===== config.mk =====
export PLATFORM = sky130hd
export DESIGN_NAME = key_debounce
export DESIGN_NICKNAME = d
export VERILOG_FILES = /design/src/rtl/key_debounce.sv
export SDC_FILE = /design/constraint.sdc
export NUM_CORES = 1
export LEC_CHECK = 0
export CAP_MARGIN = 20
export CORE_MARGIN = 2
export CORE_UTILIZATION = 65
export CTS_CLUSTER_SIZE = 30
export DETAILED_ROUTE_END_ITERATION = 12
export PLACE_DENSITY = 0.83
export REMOVE_ABC_BUFFERS = 1
export SYNTH_ARGS = -nofsm -noshare
export SYNTH_HDL_FRONTEND = slang
export SYNTH_SLANG_ARGS = --single-unit

===== constraint.sdc =====
create_clock -name clk -period 5.95 [get_ports clk]
set_input_delay 1.4875 -clock clk [delete_from_list [all_inputs] [get_ports clk]]
set_output_delay 1.4875 -clock clk [all_outputs]
set_load 0.02 [all_outputs]

===== src/rtl/key_debounce.sv =====
// Two-key debouncer: per-key synchronizer, press/release FSM, debounce and long-press timers.
// Outputs are registered: debounced level plus one-cycle press, release and long-press pulses.

module key_debounce_ch #(
    parameter int T_DB   = 1000000,
    parameter int T_LONG = 50000000
) (
    input  logic clk_i,
    input  logic rst_i,
    input  logic key_i,
    output logic level_o,
    output logic press_o,
    output logic release_o,
    output logic long_o
);
    // state        | meaning
    // IDLE         | key released, k_level=0
    // PRESS_WAIT   | high samples being counted toward acceptance
    // PRESSED      | key accepted as pressed, k_level=1
    // RELEASE_WAIT | low samples being counted toward release, k_level=1
    typedef enum logic [1:0] {
        IDLE         = 2'd0,
        PRESS_WAIT   = 2'd1,
        PRESSED      = 2'd2,
        RELEASE_WAIT = 2'd3
    } state_t;

    localparam int DW = $clog2(T_DB + 1);
    localparam int LW = $clog2(T_LONG + 1);
    localparam logic [DW-1:0] DB_ONE_V  = DW'(1);
    localparam logic [DW-1:0] DB_LAST   = DW'(T_DB - 1);
    localparam logic [LW-1:0] LONG_LAST = LW'(T_LONG - 1);
    localparam logic [LW-1:0] LONG_MAX  = LW'(T_LONG);
    // With a single-sample debounce the first stable sample already qualifies.
    localparam bit DB_IMMEDIATE = (T_DB == 1);

    state_t          state_q;
    logic [1:0]      sync_q;
    logic [DW-1:0]   db_cnt_q;
    logic [LW-1:0]   long_cnt_q;
    logic            level_q;
    logic            press_q;
    logic            release_q;
    logic            long_q;
    logic            s;

    assign s = sync_q[1];

    always_ff @(posedge clk_i) begin
        if (rst_i) begin
            sync_q     <= 2'b00;
            state_q    <= IDLE;
            db_cnt_q   <= '0;
            long_cnt_q <= '0;
            level_q    <= 1'b0;
            press_q    <= 1'b0;
            release_q  <= 1'b0;
            long_q     <= 1'b0;
        end else begin
            sync_q    <= {sync_q[0], key_i};
            press_q   <= 1'b0;
            release_q <= 1'b0;
            long_q    <= 1'b0;

            // Hold timer runs across release bounces and saturates at T_LONG.
            if ((state_q == PRESSED || state_q == RELEASE_WAIT) && long_cnt_q != LONG_MAX) begin
                long_cnt_q <= long_cnt_q + 1'b1;
                if (long_cnt_q == LONG_LAST) begin
                    long_q <= 1'b1;
                end
            end

            case (state_q)
                IDLE: begin
                    long_cnt_q <= '0;
                    if (s) begin
                        if (DB_IMMEDIATE) begin
                            state_q  <= PRESSED;
                            level_q  <= 1'b1;
                            press_q  <= 1'b1;
                            db_cnt_q <= '0;
                        end else begin
                            state_q  <= PRESS_WAIT;
                            db_cnt_q <= DB_ONE_V;
                        end
                    end
                end
                PRESS_WAIT: begin
                    if (!s) begin
                        state_q  <= IDLE;
                        db_cnt_q <= '0;
                    end else if (db_cnt_q == DB_LAST) begin
                        state_q    <= PRESSED;
                        level_q    <= 1'b1;
                        press_q    <= 1'b1;
                        db_cnt_q   <= '0;
                        long_cnt_q <= '0;
                    end else begin
                        db_cnt_q <= db_cnt_q + 1'b1;
                    end
                end
                PRESSED: begin
                    if (!s) begin
                        if (DB_IMMEDIATE) begin
                            state_q   <= IDLE;
                            level_q   <= 1'b0;
                            release_q <= 1'b1;
                            db_cnt_q  <= '0;
                        end else begin
                            state_q  <= RELEASE_WAIT;
                            db_cnt_q <= DB_ONE_V;
                        end
                    end
                end
                RELEASE_WAIT: begin
                    if (s) begin
                        state_q  <= PRESSED;
                        db_cnt_q <= '0;
                    end else if (db_cnt_q == DB_LAST) begin
                        state_q   <= IDLE;
                        level_q   <= 1'b0;
                        release_q <= 1'b1;
                        db_cnt_q  <= '0;
                    end else begin
                        db_cnt_q <= db_cnt_q + 1'b1;
                    end
                end
                default: begin
                    state_q  <= IDLE;
                    level_q  <= 1'b0;
                    db_cnt_q <= '0;
                end
            endcase
        end
    end

    assign level_o   = level_q;
    assign press_o   = press_q;
    assign release_o = release_q;
    assign long_o    = long_q;
endmodule

module key_debounce #(
    parameter int T_DB   = 1000000,
    parameter int T_LONG = 50000000
) (
    input  logic       clk,
    input  logic       rst,
    input  logic [1:0] key_in,
    output logic [1:0] k_level,
    output logic [1:0] k_press,
    output logic [1:0] k_release,
    output logic [1:0] k_long
);
    // Keys are fully independent channels; bit0 = k1, bit1 = k2.
    for (genvar g = 0; g < 2; g++) begin : g_key
        key_debounce_ch #(
            .T_DB  (T_DB),
            .T_LONG(T_LONG)
        ) u_ch (
            .clk_i    (clk),
            .rst_i    (rst),
            .key_i    (key_in[g]),
            .level_o  (k_level[g]),
            .press_o  (k_press[g]),
            .release_o(k_release[g]),
            .long_o   (k_long[g])
        );
    end
endmodule


==> summary.md <==
| Metric | Value |
|---|---|
| Met2 global-route usage | `a little over two fifths` |
| GP Congestion | `0.8461` |
| WP data arrival | `around 3.8 ns` |
| Width of the die | `between 90 and 100 um` |
| Gr usage total | `25.19%` |
| Sequential share of power | `approximately 57%` |
| Skew-Pair Late Insertion Delay | `~0.36 ns` |
| CTS buffer count | `9` |
| GR Layer Usage met1 | `between 30% and 40%` |
| Status | `finished, final reports clean` |
| Number of cells on the worst hold path | `1` |
| DIE AREA | `approximately 8800 sq um` |
| Number of global-route vias before repair | `slightly above 4000` |
| Cell Pwr Density | `230.7 nW/um^2` |
| Routed WL | `10430 um` |
| Ant. Diodes | `0` |
| Final antenna-violating net count | `0` |
| Peak supply drop | `~0.14 mV` |
| Fillcell total | `about 600` |
| Hold Violations, Final | `0` |
| Congestion Overflow GR | `0` |
| Post-Syn Area per Cell | `just over 8 sq um` |
| Most used DFF post-synth | `dfxtp_1` |
| Reg2Reg Depth | `6` |
| DR vias | `roughly 4500` |
| Yosys cell types | `52` |
| Die Y | `93.95 um` |
| CP Max Fanout | `27` |
| Max Clock Freq | `between 0.2 and 0.3 GHz` |
| Worst hold slack | `between 0.4 and 0.5 ns` |
| Synth top area cells | `dfxtp_1, xnor2_1, nor2_1, nand3_1, nand4_1` |
| Setup WS pre-CTS | `roughly 2.1 ns` |
| Synth Instances | `roughly 630` |
| Dpl hpwl | `approximately 7000 um` |
| Number of synthesized register bits | `between 100 and 150` |
| Data required, critical path | `6.24 ns` |
| CTS root buffer | `clkbuf_8` |
| Row cnt | `32` |
| Yosys top cell area share | `between 40% and 50%` |
| Largest family of logic cells by synthesized area | `simple AND/OR/NAND/NOR gates` |
| Leakage | `about 1.7 nW` |
| Total core area | `just under 8000 sq um` |
| Clk slew on worst S/H paths | `0.09 ns` |
| XOR/XNOR Fraction of Synth Area | `under 10%` |
| HP Start | `g_key[1].u_ch.sync_q[0]$_SDFF_PP0_` |
| Top Usage Layer GRT | `met2` |
| Avg Vias per Cell | `approximately 6.2` |
| Slew Viols, Final | `0` |
| Tot Pwr | `between 0.001 and 0.0015 W` |
| Final setup skew | `roughly 0.0081 ns` |
| Clk sink count | `around 110` |
| H-Tree Depth | `3` |
| WS Path Type | `in -> reg` |
| Hold WC Path Type | `reg -> reg` |
| Count leader, synth | `dfxtp_1` |
| Worst-Margin Slew | `1.008 ns` |
| Rel. slew slack | `between 30% and 40%` |
| Period utilization | `59.09%` |
| Ports | `12` |
| Internal | `roughly 0.0010 W` |
| Largest net degree at the start of global routing | `28` |
| Setup crit start | `rst` |
| Mapped cell area | `5259 sq um` |
| Initial antenna violation count | `0` |
| Count of input and output buffers | `11` |
| Post-CTS setup repair buffer count | `0` |
| CP Capture Type | `flop` |
| DRT iter0 DRCs | `183` |
| Switch Pwr | `0.0002601 W` |
| Share of layout cells above drive strength 1 | `under 10%` |
| Leading area contributor after synthesis | `dfxtp_1` |
| Complex-gate fraction of the synthesized area | `between 10% and 20%` |
| RSZ-0062 raised after global routing | `no` |
| Worst reg2reg setup slack | `3.43 ns` |
| Setup TNS | `0 ns` |
| Post-Synth Adder-Cell Area | `~1.4%` |
| DRC | `0` |
| CTS resizes | `0` |
| 1st-pass router iterations | `5` |
| Synth Area in Simple Gates | `29.98%` |
| Crit start category | `primary input` |
| Final Critical Period | `~3.5 ns` |
| Max_cap viols | `0` |
| Register area share after synthesis | `about two fifths` |
| Met3 Track Usage GR | `5.217%` |
| Clk pwr share | `between 40% and 50%` |
| Most frequent cells after synthesis | `dfxtp_1, nor2_1, nand3_1` |
| Area grow syn2layout | `6.138%` |
| Hold path endpoint | `g_key[1].u_ch.sync_q[1]$_SDFF_PP0_` |
| First-pass GRT wire length | `approximately 18000 um` |
| Mux contribution to synthesized area | `~2.1%` |
| Nets | `roughly 630` |
| Setup violators final | `0` |
| Logic pwr share | `under 10%` |
| Fin worst setup slack | `between 2 and 2.5 ns` |
| Hold Buf Count CTS | `0` |
| Total number of yosys warnings | `0` |
| Ys async rst share | `0%` |
| WL/cell | `between 10 and 15 um` |
| TritonCTS clock tree | `built` |
| Net Sw Frac | `between 20% and 30%` |
| Starting Density | `roughly 68%` |
| Post-synth EDFFs | `0` |
| R2r endpoint | `g_key[1].u_ch.db_cnt_q[19]$_SDFFE_PP0P_` |
| Clock buffer depth | `2` |
[worst max-delay path by stage]
| stage | end | slack, ns | depth (start not counted) |
|---|---|---|---|
| floorplan | g_key[0].u_ch.db_cnt_q[5]$_SDFFE_PP0P_ | 2.65 | 5 |
| global placement | g_key[1].u_ch.db_cnt_q[14]$_SDFFE_PP0P_ | 2.00 | 7 |
| detailed placement | g_key[1].u_ch.db_cnt_q[19]$_SDFFE_PP0P_ | 2.14 | 8 |
| CTS | g_key[1].u_ch.db_cnt_q[19]$_SDFFE_PP0P_ | 2.46 | 8 |
| global route | g_key[1].u_ch.db_cnt_q[19]$_SDFFE_PP0P_ | 2.25 | 8 |
| finish | g_key[1].u_ch.db_cnt_q[19]$_SDFFE_PP0P_ | 2.43 | 8 |
[registers in the layout, indices dropped and copies added (netlist names), named ones only]
register	count
g_key.u_ch.state_q	2
g_key.u_ch.long_o	2
g_key.u_ch.level_o	2
g_key.u_ch.release_o	2
g_key.u_ch.press_o	2
g_key.u_ch.sync_q	4
g_key.u_ch.long_cnt_q	52
g_key.u_ch.db_cnt_q	40
[layout make-up]
class	instances	area, sq um	share of cell area [%]
well taps	102	127.6	2.286
flip-flops and latches	108	2162	38.74
clock inverters	4	97.59	1.748
inverters	21	78.83	1.412
clock buffers	11	141.4	2.533
multi-input cells	465	2814	50.41
repair buffers	17	160.2	2.869
[layer usage]
layer	vias to the layer above	wire, um
met2	100	5181
met1	2146	4735
met3	12	394
met4	0	115
li1	2248	-
met5	-	0
[layout by cell type, fill, tap and decap left out, types with 3 or more instances in the layout]
cell type	netlist	routed
and4_1	6	6
o211ai_1	4	4
nor3_1	23	23
nand3_1	50	50
a31oi_1	25	25
nand4_1	36	36
ha_1	6	6
nor2_1	73	73
nand2_1	44	44
nand3b_1	4	4
a21oi_1	32	32
a41oi_1	3	3
buf_4	12	4
inv_1	20	20
and3_1	11	11
o21ai_0	14	14
xor2_1	19	19
mux2i_1	11	11
o22ai_1	3	3
or4_1	4	4
clkbuf_8	0	10
bufinv_16	0	3
xnor2_1	34	34
nor3b_1	3	3
a22o_1	3	3
dfxtp_1	108	108
nor4_1	12	12
nor2b_1	6	6
nand2b_1	7	7
or3_1	5	5
clkdlybuf4s50_1	0	11
nor4b_1	3	3
[cell families after synthesis]
kind of cell | Yosys count
AOI/OAI and AO/OA | 96
buffers and inverters | 61
muxes | 11
and+or+nand+nor | 299
xor gates and xnor gates | 53
DFF | 108
adders and majority gates | 6
[stage by stage]
| step | instances | instance area [sq um] | utilization (%) |
|---|---|---|---|
| global route | 728 | 5582 | 71.86 |
| global placement | 711 | 5323 | 68.52 |
| CTS | 727 | 5577 | 71.79 |
| detailed placement | 712 | 5338 | 68.72 |
| floorplan | 594 | 5055 | - |
| finish | 728 | 5582 | 71.86 |
[critical path, stage by stage]
cell and delay, ns:
clkdlybuf4s50_1 0.40, buf_4 0.22, inv_1 0.38, nand3_1 0.16, a21oi_2 0.58, buf_8 0.24
a41oi_1 0.13, a31oi_1 0.19
[power groups by stage]
stage	clock, W	combinational (W)	sequential (W)
floorplan	0	0.0000168	0.000748
global placement	0	0.0000304	0.000747
detailed placement	0	0.0000317	0.000748
CTS	0.000534	0.0000320	0.000731
global route	0.000562	0.0000355	0.000732
finish	0.000524	0.0000324	0.000731
Power figures use the tool's default switching activity.
